## config.mk

```make
export PLATFORM = sky130hd
export DESIGN_NAME = boot_loader_flat
export DESIGN_NICKNAME = d
export VERILOG_FILES = /design/src/rtl/boot_loader_pkg.sv /design/src/rtl/boot_loader_if.sv /design/src/rtl/boot_loader_word_packer.sv /design/src/rtl/boot_loader.sv /design/src/flat_wrapper.sv
export SDC_FILE = /design/constraint.sdc
export NUM_CORES = 1
export LEC_CHECK = 0
export ABC_AREA = 1
export BUFFER_PORTS_ARGS = -buffer_cell sky130_fd_sc_hd__buf_4
export CORE_UTILIZATION = 59
export CTS_BUF_LIST = sky130_fd_sc_hd__clkbuf_16
export CTS_CLUSTER_SIZE = 10
export DETAILED_ROUTE_END_ITERATION = 8
export PLACE_DENSITY = 0.78
export REMOVE_ABC_BUFFERS = 1
export SLEW_MARGIN = 20
export SYNTH_ARGS = -nofsm -noshare
export SYNTH_HDL_FRONTEND = slang
export SYNTH_HIERARCHICAL = 1
export SYNTH_SLANG_ARGS = --single-unit
```

## constraint.sdc

```tcl
create_clock -name clk -period 4.4 [get_ports clk]
set_input_delay 0.66 -clock clk [delete_from_list [all_inputs] [get_ports clk]]
set_output_delay 0.66 -clock clk [all_outputs]
set_load 0.005 [all_outputs]
```

## src/rtl/boot_loader_pkg.sv

```systemverilog
// boot_pkg: loader FSM states and frame layout constants.
package boot_pkg;
    typedef enum logic [2:0] {HDR_HI, HDR_LO, DATA, CSUM, DONE, ERR} boot_state_t;
    localparam int HDR_BYTES = 2;
    localparam int CSUM_BYTES = 1;
endpackage

```

## src/rtl/boot_loader_if.sv

```systemverilog
// boot_loader_if: byte stream in, RAM write port out.
interface boot_loader_if #(parameter int ADDR_W = 11);
    logic              in_valid;
    logic [7:0]        in_data;
    logic              in_ready;
    logic              mem_we;
    logic [ADDR_W-1:0] mem_addr;
    logic [31:0]       mem_wdata;
    modport master (output in_valid, in_data, input in_ready, mem_we, mem_addr, mem_wdata);
    modport slave  (input in_valid, in_data, output in_ready, mem_we, mem_addr, mem_wdata);
endinterface

```

## src/rtl/boot_loader_word_packer.sv

```systemverilog
// word_packer: shifts bytes MSB-first into 32-bit words, pulses word_valid on the 4th byte.
module word_packer
    import boot_pkg::*;
(
    input  logic        clk,
    input  logic        reset,
    input  logic        clr,
    input  logic        byte_valid,
    input  logic [7:0]  byte_in,
    output logic        word_valid,
    output logic [31:0] word
);
    logic [1:0]  cnt_q, cnt_d;
    logic [23:0] sr_q, sr_d;
    always_comb begin
        cnt_d = clr ? 2'd0 : byte_valid ? cnt_q + 2'd1 : cnt_q;
        sr_d  = clr ? 24'd0 : byte_valid ? {sr_q[15:0], byte_in} : sr_q;
        word_valid = byte_valid && !clr && cnt_q == 2'd3;
        word  = {sr_q, byte_in};
    end
    always_ff @(posedge clk or posedge reset) begin
        if (reset) begin
            cnt_q <= '0;
            sr_q  <= '0;
        end else begin
            cnt_q <= cnt_d;
            sr_q  <= sr_d;
        end
    end
endmodule

```

## src/rtl/boot_loader.sv

```systemverilog
// boot_loader: receives a framed program image, writes it to RAM, verifies
// the XOR checksum and releases the CPU from reset on a good load.
module boot_loader
    import boot_pkg::*;
#(
    parameter int MEM_DEPTH = 2048,
    parameter int ADDR_W    = $clog2(MEM_DEPTH)
) (
    input  logic         clk,
    input  logic         reset,
    boot_loader_if.slave bus,
    output logic         cpu_reset,
    output logic         load_done,
    output logic         load_err
);
    boot_state_t       state_q, state_d;
    logic              xfer, clr, byte_valid, word_valid;
    logic [31:0]       word;
    logic [15:0]       n_q, n_d, hdr_n;
    logic [16:0]       wcnt_q, wcnt_d;
    logic [ADDR_W-1:0] addr_q, addr_d, mem_addr_q, mem_addr_d;
    logic [7:0]        csum_q, csum_d;
    logic [31:0]       mem_wdata_q, mem_wdata_d;
    logic              mem_we_q, mem_we_d, cpu_reset_q, cpu_reset_d;
    always_ff @(posedge clk or posedge reset) begin
        if (reset) state_q <= HDR_HI;
        else       state_q <= state_d;
    end
    always_comb begin
        state_d = state_q;
        case (state_q)
            HDR_HI: state_d = xfer ? HDR_LO : HDR_HI;
            HDR_LO: if (xfer) state_d = {1'b0, hdr_n} > 17'(MEM_DEPTH) ? ERR : hdr_n == 16'd0 ? CSUM : DATA;
            DATA:   if (word_valid && wcnt_q + 17'd1 == {1'b0, n_q}) state_d = CSUM;
            CSUM:   if (xfer) state_d = bus.in_data == csum_q ? DONE : ERR;
            default: state_d = state_q;
        endcase
    end
    always_comb begin
        bus.in_ready = state_q inside {HDR_HI, HDR_LO, DATA, CSUM};
        load_done    = state_q == DONE;
        load_err     = state_q == ERR;
        bus.mem_we    = mem_we_q;
        bus.mem_addr  = mem_addr_q;
        bus.mem_wdata = mem_wdata_q;
        cpu_reset     = cpu_reset_q;
    end
    // Start of a new frame (second header byte) clears packer, counters and checksum.
    assign xfer       = bus.in_valid && bus.in_ready;
    assign hdr_n      = {n_q[15:8], bus.in_data};
    assign clr        = xfer && state_q == HDR_LO;
    assign byte_valid = xfer && state_q == DATA;
    word_packer u_packer (
        .clk       (clk),
        .reset     (reset),
        .clr       (clr),
        .byte_valid(byte_valid),
        .byte_in   (bus.in_data),
        .word_valid(word_valid),
        .word      (word)
    );
    always_comb begin
        n_d         = xfer && state_q == HDR_HI ? {bus.in_data, 8'd0} : clr ? hdr_n : n_q;
        wcnt_d      = clr ? 17'd0 : word_valid ? wcnt_q + 17'd1 : wcnt_q;
        addr_d      = clr ? '0 : word_valid ? addr_q + 1'b1 : addr_q;
        csum_d      = clr ? 8'd0 : byte_valid ? csum_q ^ bus.in_data : csum_q;
        mem_we_d    = word_valid;
        mem_addr_d  = word_valid ? addr_q : mem_addr_q;
        mem_wdata_d = word_valid ? word : mem_wdata_q;
        cpu_reset_d = state_q != DONE;
    end
    always_ff @(posedge clk or posedge reset) begin
        if (reset) begin
            n_q         <= '0;
            wcnt_q      <= '0;
            addr_q      <= '0;
            csum_q      <= '0;
            mem_we_q    <= 1'b0;
            mem_addr_q  <= '0;
            mem_wdata_q <= '0;
            cpu_reset_q <= 1'b1;
        end else begin
            n_q         <= n_d;
            wcnt_q      <= wcnt_d;
            addr_q      <= addr_d;
            csum_q      <= csum_d;
            mem_we_q    <= mem_we_d;
            mem_addr_q  <= mem_addr_d;
            mem_wdata_q <= mem_wdata_d;
            cpu_reset_q <= cpu_reset_d;
        end
    end
endmodule

```

## src/flat_wrapper.sv

```systemverilog
// flat-port wrapper written by rule: the top's interface ports become plain ports
module boot_loader_flat import boot_pkg::*;
#(
    parameter int MEM_DEPTH = 2048,
    parameter int ADDR_W    = $clog2(MEM_DEPTH)
)
  (clk, reset, cpu_reset, load_done, load_err, bus_in_valid, bus_in_data, bus_in_ready, bus_mem_we, bus_mem_addr, bus_mem_wdata);
  boot_loader_if #(.ADDR_W(ADDR_W)) bus_i ();
  input  logic clk;
  input  logic reset;
  output logic cpu_reset;
  output logic load_done;
  output logic load_err;
  input wire logic [$bits(bus_i.in_valid)-1:0] bus_in_valid;
  input wire logic [$bits(bus_i.in_data)-1:0] bus_in_data;
  output wire logic [$bits(bus_i.in_ready)-1:0] bus_in_ready;
  output wire logic [$bits(bus_i.mem_we)-1:0] bus_mem_we;
  output wire logic [$bits(bus_i.mem_addr)-1:0] bus_mem_addr;
  output wire logic [$bits(bus_i.mem_wdata)-1:0] bus_mem_wdata;
  assign bus_i.in_valid = bus_in_valid;
  assign bus_i.in_data = bus_in_data;
  assign bus_in_ready = bus_i.in_ready;
  assign bus_mem_we = bus_i.mem_we;
  assign bus_mem_addr = bus_i.mem_addr;
  assign bus_mem_wdata = bus_i.mem_wdata;
  boot_loader #(.MEM_DEPTH(MEM_DEPTH), .ADDR_W(ADDR_W)) u_core (.clk(clk), .reset(reset), .bus(bus_i), .cpu_reset(cpu_reset), .load_done(load_done), .load_err(load_err));
endmodule
```

==> summary.md, run 1 <==
| Metric | Value |
|---|---|
| Outcome | complete, no violations |
| H-tree Lvls | 4 |
| Sequential area share after synthesis | between 50 and 60% |
| CP max stage delay | ~0.52 ns |
| Clock Skew | roughly 0.0075 ns |
| Number of nets in the layout | around 790 |
| Layout cells sized above 1 | 14.02% |
| Cell row count | 36 |
| Pwr dens | around 380 nW/um2 |
| Drt total wl | roughly 13 mm |
| Sw Share | 23.71% |
| Cts bufs inserted | 17 |
| Synth warnings | 6 |
| WP data arrival | roughly 3.4 ns |
| Worst-Skew Late Latency | 0.42 ns |
| Comb power frac | between 4 and 5% |
| Routed len/inst | 14.50 um |
| Crit Path Category | flip-flop to flip-flop |
| Cell Area, Synth | 5887 um2 |
| Worst-path clk slew | ~0.06 ns |
| Worst Path Max Fanout | 27 |
| Buf+Inv Stages, Crit Path | 4 |
| Number of global-route vias before repair | between 4,000 and 5,000 |
| DP HPWL | 8.906 mm |
| Synth Flop Type | dfrtp_1 |
| Post-Syn Instances | ~730 |
| First-pass GRT wire length | between 20 and 25 mm |
| ANT nets after route | 0 |
| Post-cts resize count | 0 |
| Initial core utilization | 60.51% |
| Top Ports | 59 |
| Synth unique cells | 29 |
| Slowest CP cell | nand2_1 |
| Drt drc | 0 |
| Final Hold Fails | 0 |
| Largest area contributor in the netlist | dfrtp_1 |
| CP Capture Type | flip-flop |
| FILL cells | between 700 and 800 |
| Gpl congestion | 0.8879 |
| Slew Viols, Final | 0 |
| Clock sinks | around 130 |
| Crit path launch type | flip-flop |
| FMAX | 0.3267 GHz |
| Grt total ovfl | 0 |
| Number of synthesized flops with an enable pin | 0 |
| RSZ-0062 raised after global routing | false |
| Post-DR vias/cell | between 5 and 6 |
| Ys async rst share | between 90% and 100% |
| Clock Root Buffer | clkbuf_16 |
| Cell-internal power | approximately 2 mW |
| Initial antenna violation count | 0 |
| Final setup vio count | 0 |
| Sequential Power Share | between 40% and 50% |
| Most frequent CP cell | inv_1 |
| Synth top area share | between 50% and 60% |
| Seq. cell area | 3154 um2 |
| Total power | between 2 and 3 mW |
| Area of the multi-input gates | 2277 um2 |
| Cell count after placement | approximately 890 |
| Worst EP required | about 4.7 ns |
| Avg Inst Size Synth | 8.075 um2 |
| Hold Crit Class | input pin to asynchronous set/reset pin |
| Layout area overhead | 17.07% |
| GRT Overall Usage | about 28% |
| #FFs+latches synth | approximately 130 |
| Clk pwr share | between 40 and 50% |
| Die Span Y | 101.9 um |
| Worst path cell trace | inv_1, nor2_1, inv_1, nor2_2, inv_2, and3_1, inv_1, nand2_1, o22ai_1 |
| Vias after detailed routing | 4,978 |
| Max Buffers Root-to-Sink | 2 |
| Largest net degree at the start of global routing | a little over 70 |
| First-pass DRT Iterations | 7 |
| Worst hold slack | 0.3589 ns |
| Post-route cell area | roughly 6900 um2 |
| Die Span X | around 100 um |
| Setup bufs post-CTS | 0 |
| Final Non-Filler Cells | roughly 900 |
| Starting DRT DRC Count | between 300 and 400 |
| Die area | roughly 10,000 um2 |
| Min cycle time layout | about 3.1 ns |
| PortBufs | 58 |
| MaxCap Viol Count | 0 |
| Antenna cells | 0 |
| Main area contributors after synthesis | dfrtp_1 (53%), nand2_1 (17%), nand3_1 (6.1%) |
| CTS Hold Bufs | 0 |
| Slew headroom | 38.09% |
| Worst VDD drop | between 0.2 and 0.3 mV |
| Area post-placement | approximately 6300 um2 |
| Switching power total | approximately 620 uW |
| CTS tree | yes |
| Core area | ~9700 um2 |
| Slew @ Worst Pin | around 0.92 ns |
| Largest delay share family, worst path | simple AND/OR/NAND/NOR gates |
| P_leak | ~3.7 nW |
| TNS Setup | 0 ns |
| Final period util | between 60 and 70% |
## Yosys cell counts, types with 6 or more instances
cell type and instances:
buf_4 8, o21ai_0 41, a21oi_1 13, inv_1 72
nand3_1 72, nor3_1 8, nor2_1 28, nand2_2 6
nand4_1 8, clkbuf_1 8, o22ai_1 18, buf_2 7
xor2_1 7, dfrtp_1 125, nand2_1 274
## power by group through the flow
| stage | sequential (mW) | clock (mW) | combinational, mW |
|---|---|---|---|
| 3_5_place_dp | 1.22 | 0 | 0.115 |
| 6_report | 1.20 | 1.29 | 0.115 |
| 3_3_place_gp | 1.22 | 0 | 0.111 |
| 2_1_floorplan | 1.22 | 0 | 0.0797 |
| 5_1_grt | 1.20 | 1.36 | 0.131 |
| 4_1_cts | 1.20 | 1.31 | 0.116 |
## state kept, by name, summed over array words and instances, names as in the netlist
register and cells:
u_core/bus.mem_we 1, u_core/bus.mem_addr 11, u_core/csum_q 8, u_core/cpu_reset 1, u_core/wcnt_q 17, u_core/u_packer/sr_q 24, u_core/n_q 16, u_core/u_packer/cnt_q 2
u_core/bus.mem_wdata 32, u_core/addr_q 11, u_core/state_q 3
## per-layer routing
layer | vias to the layer above | wire length [um] | GRT usage [%]
met1 | 2391 | 5900 | 38.16
met3 | 25 | 667 | 4.925
li1 | 2421 | - | -
met4 | 0 | 265 | 12.86
met2 | 141 | 6575 | 45.01
met5 | - | 0 | 0
## through the flow
| step | utilization [%] | setup slack (ns) |
|---|---|---|
| floorplan | - | 0.3601 |
| global placement | 65.20 | 1.096 |
| detailed placement | 65.20 | 1.019 |
| CTS | 70.83 | 1.335 |
| global route | 70.83 | 1.072 |
| finish | 70.83 | 1.339 |
## placed cells by master, fill, tap and decap left out, types with 2 or more instances in the layout
cell type	netlist	layout
buf_4	8	62
o21ai_0	41	41
xnor2_1	3	3
nor2_2	5	5
o21ai_1	2	2
nand3_1	72	72
clkinv_1	1	4
a21oi_1	13	13
dfrtp_1	125	125
clkinv_2	0	3
clkinv_4	0	2
nor2_4	5	5
clkinvlp_4	0	3
nor2_1	28	28
nor3_1	8	8
ha_1	3	3
inv_1	72	71
nand2_2	6	6
clkbuf_16	0	17
o22ai_1	18	18
nor4_1	2	2
nand2_1	274	274
nand4_1	8	8
inv_6	0	3
xor2_1	7	7
## path summary, 6_finish.rpt
kind	from	cells after the start	to	slack (ns)
max	u_core/state_q[0]	9	u_core/wcnt_q[9]	1.34
min	reset	2	u_core/u_packer/sr_q[6]	0.36
max reg2reg	u_core/state_q[0]	9	u_core/wcnt_q[9]	1.34
min reg2reg	u_core/bus.mem_addr[4]	2	u_core/bus.mem_addr[4]	0.47
max in group asynchronous	reset	3	u_core/n_q[10]	3.04
min in group clk	u_core/bus.mem_addr[4]	2	u_core/bus.mem_addr[4]	0.47
## cell families after synthesis
logic type | synth area share, %
DFF | 53.58
xor gates and xnor gates | 1.870
adders and majority gates | 0.6377
buffers and inverters | 7.736
and+or+nand+nor | 29.35
AOI/OAI and AO/OA | 6.823
## worst register-to-register path, delay by kind of cell, from the launching register on
family	cells	cell delay, ns
AO/OA/AOI/OAI	1	0.34
buffers and inverters	4	0.93
flip-flops	1	0.46
AND/OR/NAND/NOR	4	1.23
## layout make-up
type                            instances  share of cell area [%]
Tap cell                              133                   2.415
Clock inverter                         15                   1.779
Sequential cell                       126                   45.77
Multi-Input combinational cell        498                   33.04
Inverter                               74                   4.067
Clock buffer                           17                   6.173
Timing Repair Buffer                   62                   6.754
Note: power is estimated with default switching activity, not from simulation.
==> inputs of run 2 (changes only) <==
--- a/config.mk
+++ b/config.mk
@@ -5,13 +5,13 @@
 export SDC_FILE = /design/constraint.sdc
 export NUM_CORES = 1
 export LEC_CHECK = 0
-export ABC_AREA = 1
+export ABC_AREA = 0
 export BUFFER_PORTS_ARGS = -buffer_cell sky130_fd_sc_hd__buf_4
-export CORE_UTILIZATION = 59
+export CORE_UTILIZATION = 53
 export CTS_BUF_LIST = sky130_fd_sc_hd__clkbuf_16
 export CTS_CLUSTER_SIZE = 10
 export DETAILED_ROUTE_END_ITERATION = 8
-export PLACE_DENSITY = 0.78
+export PLACE_DENSITY = 0.74
 export REMOVE_ABC_BUFFERS = 1
 export SLEW_MARGIN = 20
 export SYNTH_ARGS = -nofsm -noshare
==> constraint.sdc (replaced) <==
create_clock -name clk -period 2.6 [get_ports clk]
set_input_delay 0.39 -clock clk [delete_from_list [all_inputs] [get_ports clk]]
set_output_delay 0.39 -clock clk [all_outputs]
set_load 0.005 [all_outputs]
==> summary.md, run 2 <==
| Metric | Value |
|---|---|
| Die area | 11,590 um2 (+12%) |
| Avg Inst Size Synth | 11.10 um2 (+37%) |
| Synth warnings | 6 (unchanged) |
| Slew headroom | 47.56% (+9.5 points) |
| #FFs+latches synth | 126 (unchanged) |
| DR top layer | met4 |
| Outcome | complete, no violations |
| Top Ports | 59 (unchanged) |
| Final Hold Fails | 0 (unchanged) |
| Drt total wl | 12.52 mm (-6.6%) |
| Crit path launch type | flip-flop |
| DP HPWL | 8.334 mm (-6.4%) |
| Worst path cell trace | nor2b_1, nand3_1, clkinv_1, nand2_1, nor2_4, buf_4, and3_1, nand2_1, or3_1, a21oi_1 |
| Sw Share | 20.64% (-3.1 points) |
| Sequential Power Share | 45.0% (-1.0 points) |
| Worst-Skew Late Latency | 0.41 ns (about the same) |
| FMAX | 0.4433 GHz (+36%) |
| RSZ-0062 raised after global routing | false |
| Post-layout util | 64.80% (-6.0 points) |
| Ys async rst share | 100.0% (unchanged) |
| Gpl congestion | 0.8567 (-3.5%) |
| Cell count after placement | 710 (-20%) |
| Most frequent cell after synthesis | dfrtp_1 |
| Post-synth top cells | dfrtp_1 (125), nor2_1 (73), mux2_2 (51) |
| Clk pwr share | 53.2% (+3.6 points) |
| Most common cell after layout, fill and taps aside | dfrtp_1 |
| Setup bufs post-CTS | 0 (unchanged) |
| Initial core utilization | 54.58% (-5.9 points) |
| FILL cells | 869 (+12%) |
| Met3 wire len | 650 um (-2.5%) |
| Worst Path Max Fanout | 10 (-63%) |
| Number of global-route vias before repair | 4,132 (-14%) |
| Die Span X | 107.7 um (+5.7%) |
| Pwr dens | 621.6 nW/um2 (+64%) |
| Largest area contributor in the netlist | dfrtp_1 |
| Slew @ Worst Pin | 0.7866 ns (-0.1364 ns) |
| Cts bufs inserted | 17 (unchanged) |
| Hold Crit Class | input pin to asynchronous set/reset pin |
| PortBufs | 58 (unchanged) |
| Max Buffers Root-to-Sink | 2 (unchanged) |
| Final setup vio count | 0 (unchanged) |
| P_leak | 3.413 nW (-7.1%) |
| Synth Flop Type | dfrtp_1 |
| Starting DRT DRC Count | 206 (-46%) |
| CP max stage delay | 0.43 ns (-0.09 ns) |
| MaxCap Viol Count | 0 (unchanged) |
| Most frequent CP cell | nand2_1 |
| Worst-path clk slew | 0.06 ns (about the same) |
| Comb power frac | 1.8% (-2.6 points) |
| GRT Overall Usage | 23.77% (-4.5 points) |
| CP Capture Type | flip-flop |
| Slowest CP cell | dfrtp_1 |
| Layout cells sized above 1 | 26.96% (+13 points) |
| Met1 wire length | 5.548 mm (-6.0%) |
| Synth top area share | 52.87% (-0.27 points) |
| First-pass GRT wire length | 20.96 mm (-6.0%) |
| Antenna cells | 0 (unchanged) |
| First-pass DRT Iterations | 6 (-1) |
| Largest net degree at the start of global routing | 64 (-9.9%) |
| Clock Skew | 0.006202 ns (-0.001346 ns) |
| CTS Hold Bufs | 0 (unchanged) |
| Crit Path Category | flip-flop to flip-flop |
| Post-Syn Instances | 533 (-27%) |
| ANT nets after route | 0 (unchanged) |
| Worst hold slack | 0.06261 ns (-0.2962 ns) |
| Core area | 10,840 um2 (+11%) |
| Final Non-Filler Cells | 741 (-20%) |
| Post-DR vias/cell | 5.568 (+3.5%) |
| Cell-internal power | 3.465 mW (+74%) |
| Final period util | 86.77% (+17 points) |
| H-tree Lvls | 4 (unchanged) |
| Most frequent cells in the layout | dfrtp_1 (125), nor2_1 (71), buf_4 (70), mux2_2 (51), nand2_1 (43) |
| Number of synthesized flops with an enable pin | 0 (unchanged) |
| Post-cts resize count | 0 (unchanged) |
| Clock sinks | 126 (unchanged) |
| Routed len/inst | 16.90 um (+17%) |
| Worst EP required | 2.94 ns (-1.78 ns) |
| Sequential area share after synthesis | 53.31% (-0.27 points) |
| Initial antenna violation count | 0 (unchanged) |
| Met2 Routed Length | 6.115 mm (-7.0%) |
| Layout area overhead | 18.71% |
| WP data arrival | 2.59 ns (-0.79 ns) |
| Synth unique cells | 47 (+62%) |
| Drt drc | 0 (unchanged) |
| Vias after detailed routing | 4,126 (-17%) |
| Min cycle time layout | 2.256 ns (-0.8046 ns) |
| Cell row count | 38 (+5.6%) |
| Die Span Y | 107.7 um (+5.7%) |
| Cell Area, Synth | 5917 um2 (+0.51%) |
| Main area contributors after synthesis | dfrtp_1 (53%), mux2_2 (9.7%), mux2i_1 (4.7%) |
| Switching power total | 901.1 uW (+46%) |
| Max FFs per register | 32 (unchanged) |
| CTS tree | yes |
| Number of nets in the layout | 603 (-24%) |
| Clock Root Buffer | clkbuf_16 |
| Grt total ovfl | 0 (unchanged) |
| Worst VDD drop | 0.5074 mV (+82%) |
| Slew Viols, Final | 0 (unchanged) |
## run 2: changes by cell type after synthesis, sizes merged, moves of 18 or more
cell	before	now
nand3	72	15
mux2	0	51
xnor2	3	27
nand2	280	45
nor2	38	74
mux2i	0	28
xor2	7	32
o22ai	18	0
inv	73	7
o21ai	44	22
## run 2: path summary, 6_finish.rpt
kind / startpoint / end / slack [ns] / cells past startpoint
worst min register to register: u_core/n_q[6] / u_core/n_q[6] / 0.50 / 2
worst max-delay path: u_core/state_q[2] / u_core/addr_q[5] / 0.34 / 10
min in group clk: bus_in_valid / u_core/state_q[2] / 0.25 / 3
worst min-delay path: reset / u_core/u_packer/sr_q[14] / 0.06 / 3
max in group asynchronous: reset / u_core/wcnt_q[2] / 1.78 / 3
worst max register to register: u_core/state_q[2] / u_core/addr_q[5] / 0.34 / 10
## run 2: logic make-up after synthesis
| logic type | after synthesis | share of synthesized area [%] |
|---|---|---|
| adders and majority gates | 3 | 0.6345 |
| muxes | 79 | 14.44 |
| and+or+nand+nor | 185 | 14.78 |
| xor gates and xnor gates | 59 | 8.860 |
| buffers and inverters | 42 | 4.039 |
| AOI/OAI and AO/OA | 39 | 3.933 |
| DFF | 126 | 53.31 |
## run 2: metrics by stage
step                      setup WS [ns]  setup TNS (ns)  cell area, um2  total power, mW
after detailed placement         0.3399               0            6446            2.080
after global routing             0.1648               0            7024            4.500
after global placement           0.3766               0            6446            2.078
after CTS                        0.3646               0            7024            4.405
after floorplan                  -3.185         -267.73            5708            2.033
final                            0.3440               0            7024            4.366
## run 2: per-layer routing
layer | global-route usage (%) | vias to the layer above
met5 | 0 | -
met4 | 8.904 | 0
met3 | 6.598 | 20
met2 | 36.49 | 113
met1 | 32.13 | 2057
li1 | - | 1936
## run 2: power groups by stage
| stage | clock network (mW) | registers [mW] | logic, mW |
|---|---|---|---|
| 6_report | 2.32 | 1.96 | 0.0805 |
| 5_1_grt | 2.45 | 1.96 | 0.0925 |
| 4_1_cts | 2.36 | 1.96 | 0.0837 |
| 3_5_place_dp | 0 | 2.00 | 0.0833 |
| 3_3_place_gp | 0 | 2.00 | 0.0811 |
| 2_1_floorplan | 0 | 2.00 | 0.0356 |
## run 2: area by class of cell
class / instances / area, um2 / area share, %
flip-flops and latches: 126 / 3154 / 44.91
multi-input cells: 365 / 2539 / 36.14
repair buffers: 71 / 545.5 / 7.766
clock buffers: 17 / 425.4 / 6.056
well taps: 140 / 175.2 / 2.494
clock inverters: 14 / 152.6 / 2.173
inverters: 8 / 32.53 / 0.4631
## run 2: critical path: cells and delay by family, from the launching register on
kind,cells,cell delay [ns]
AOI/OAI and AO/OA,1,0.14
and+or+nand+nor,7,1.29
DFF,1,0.43
buffers and inverters,2,0.32
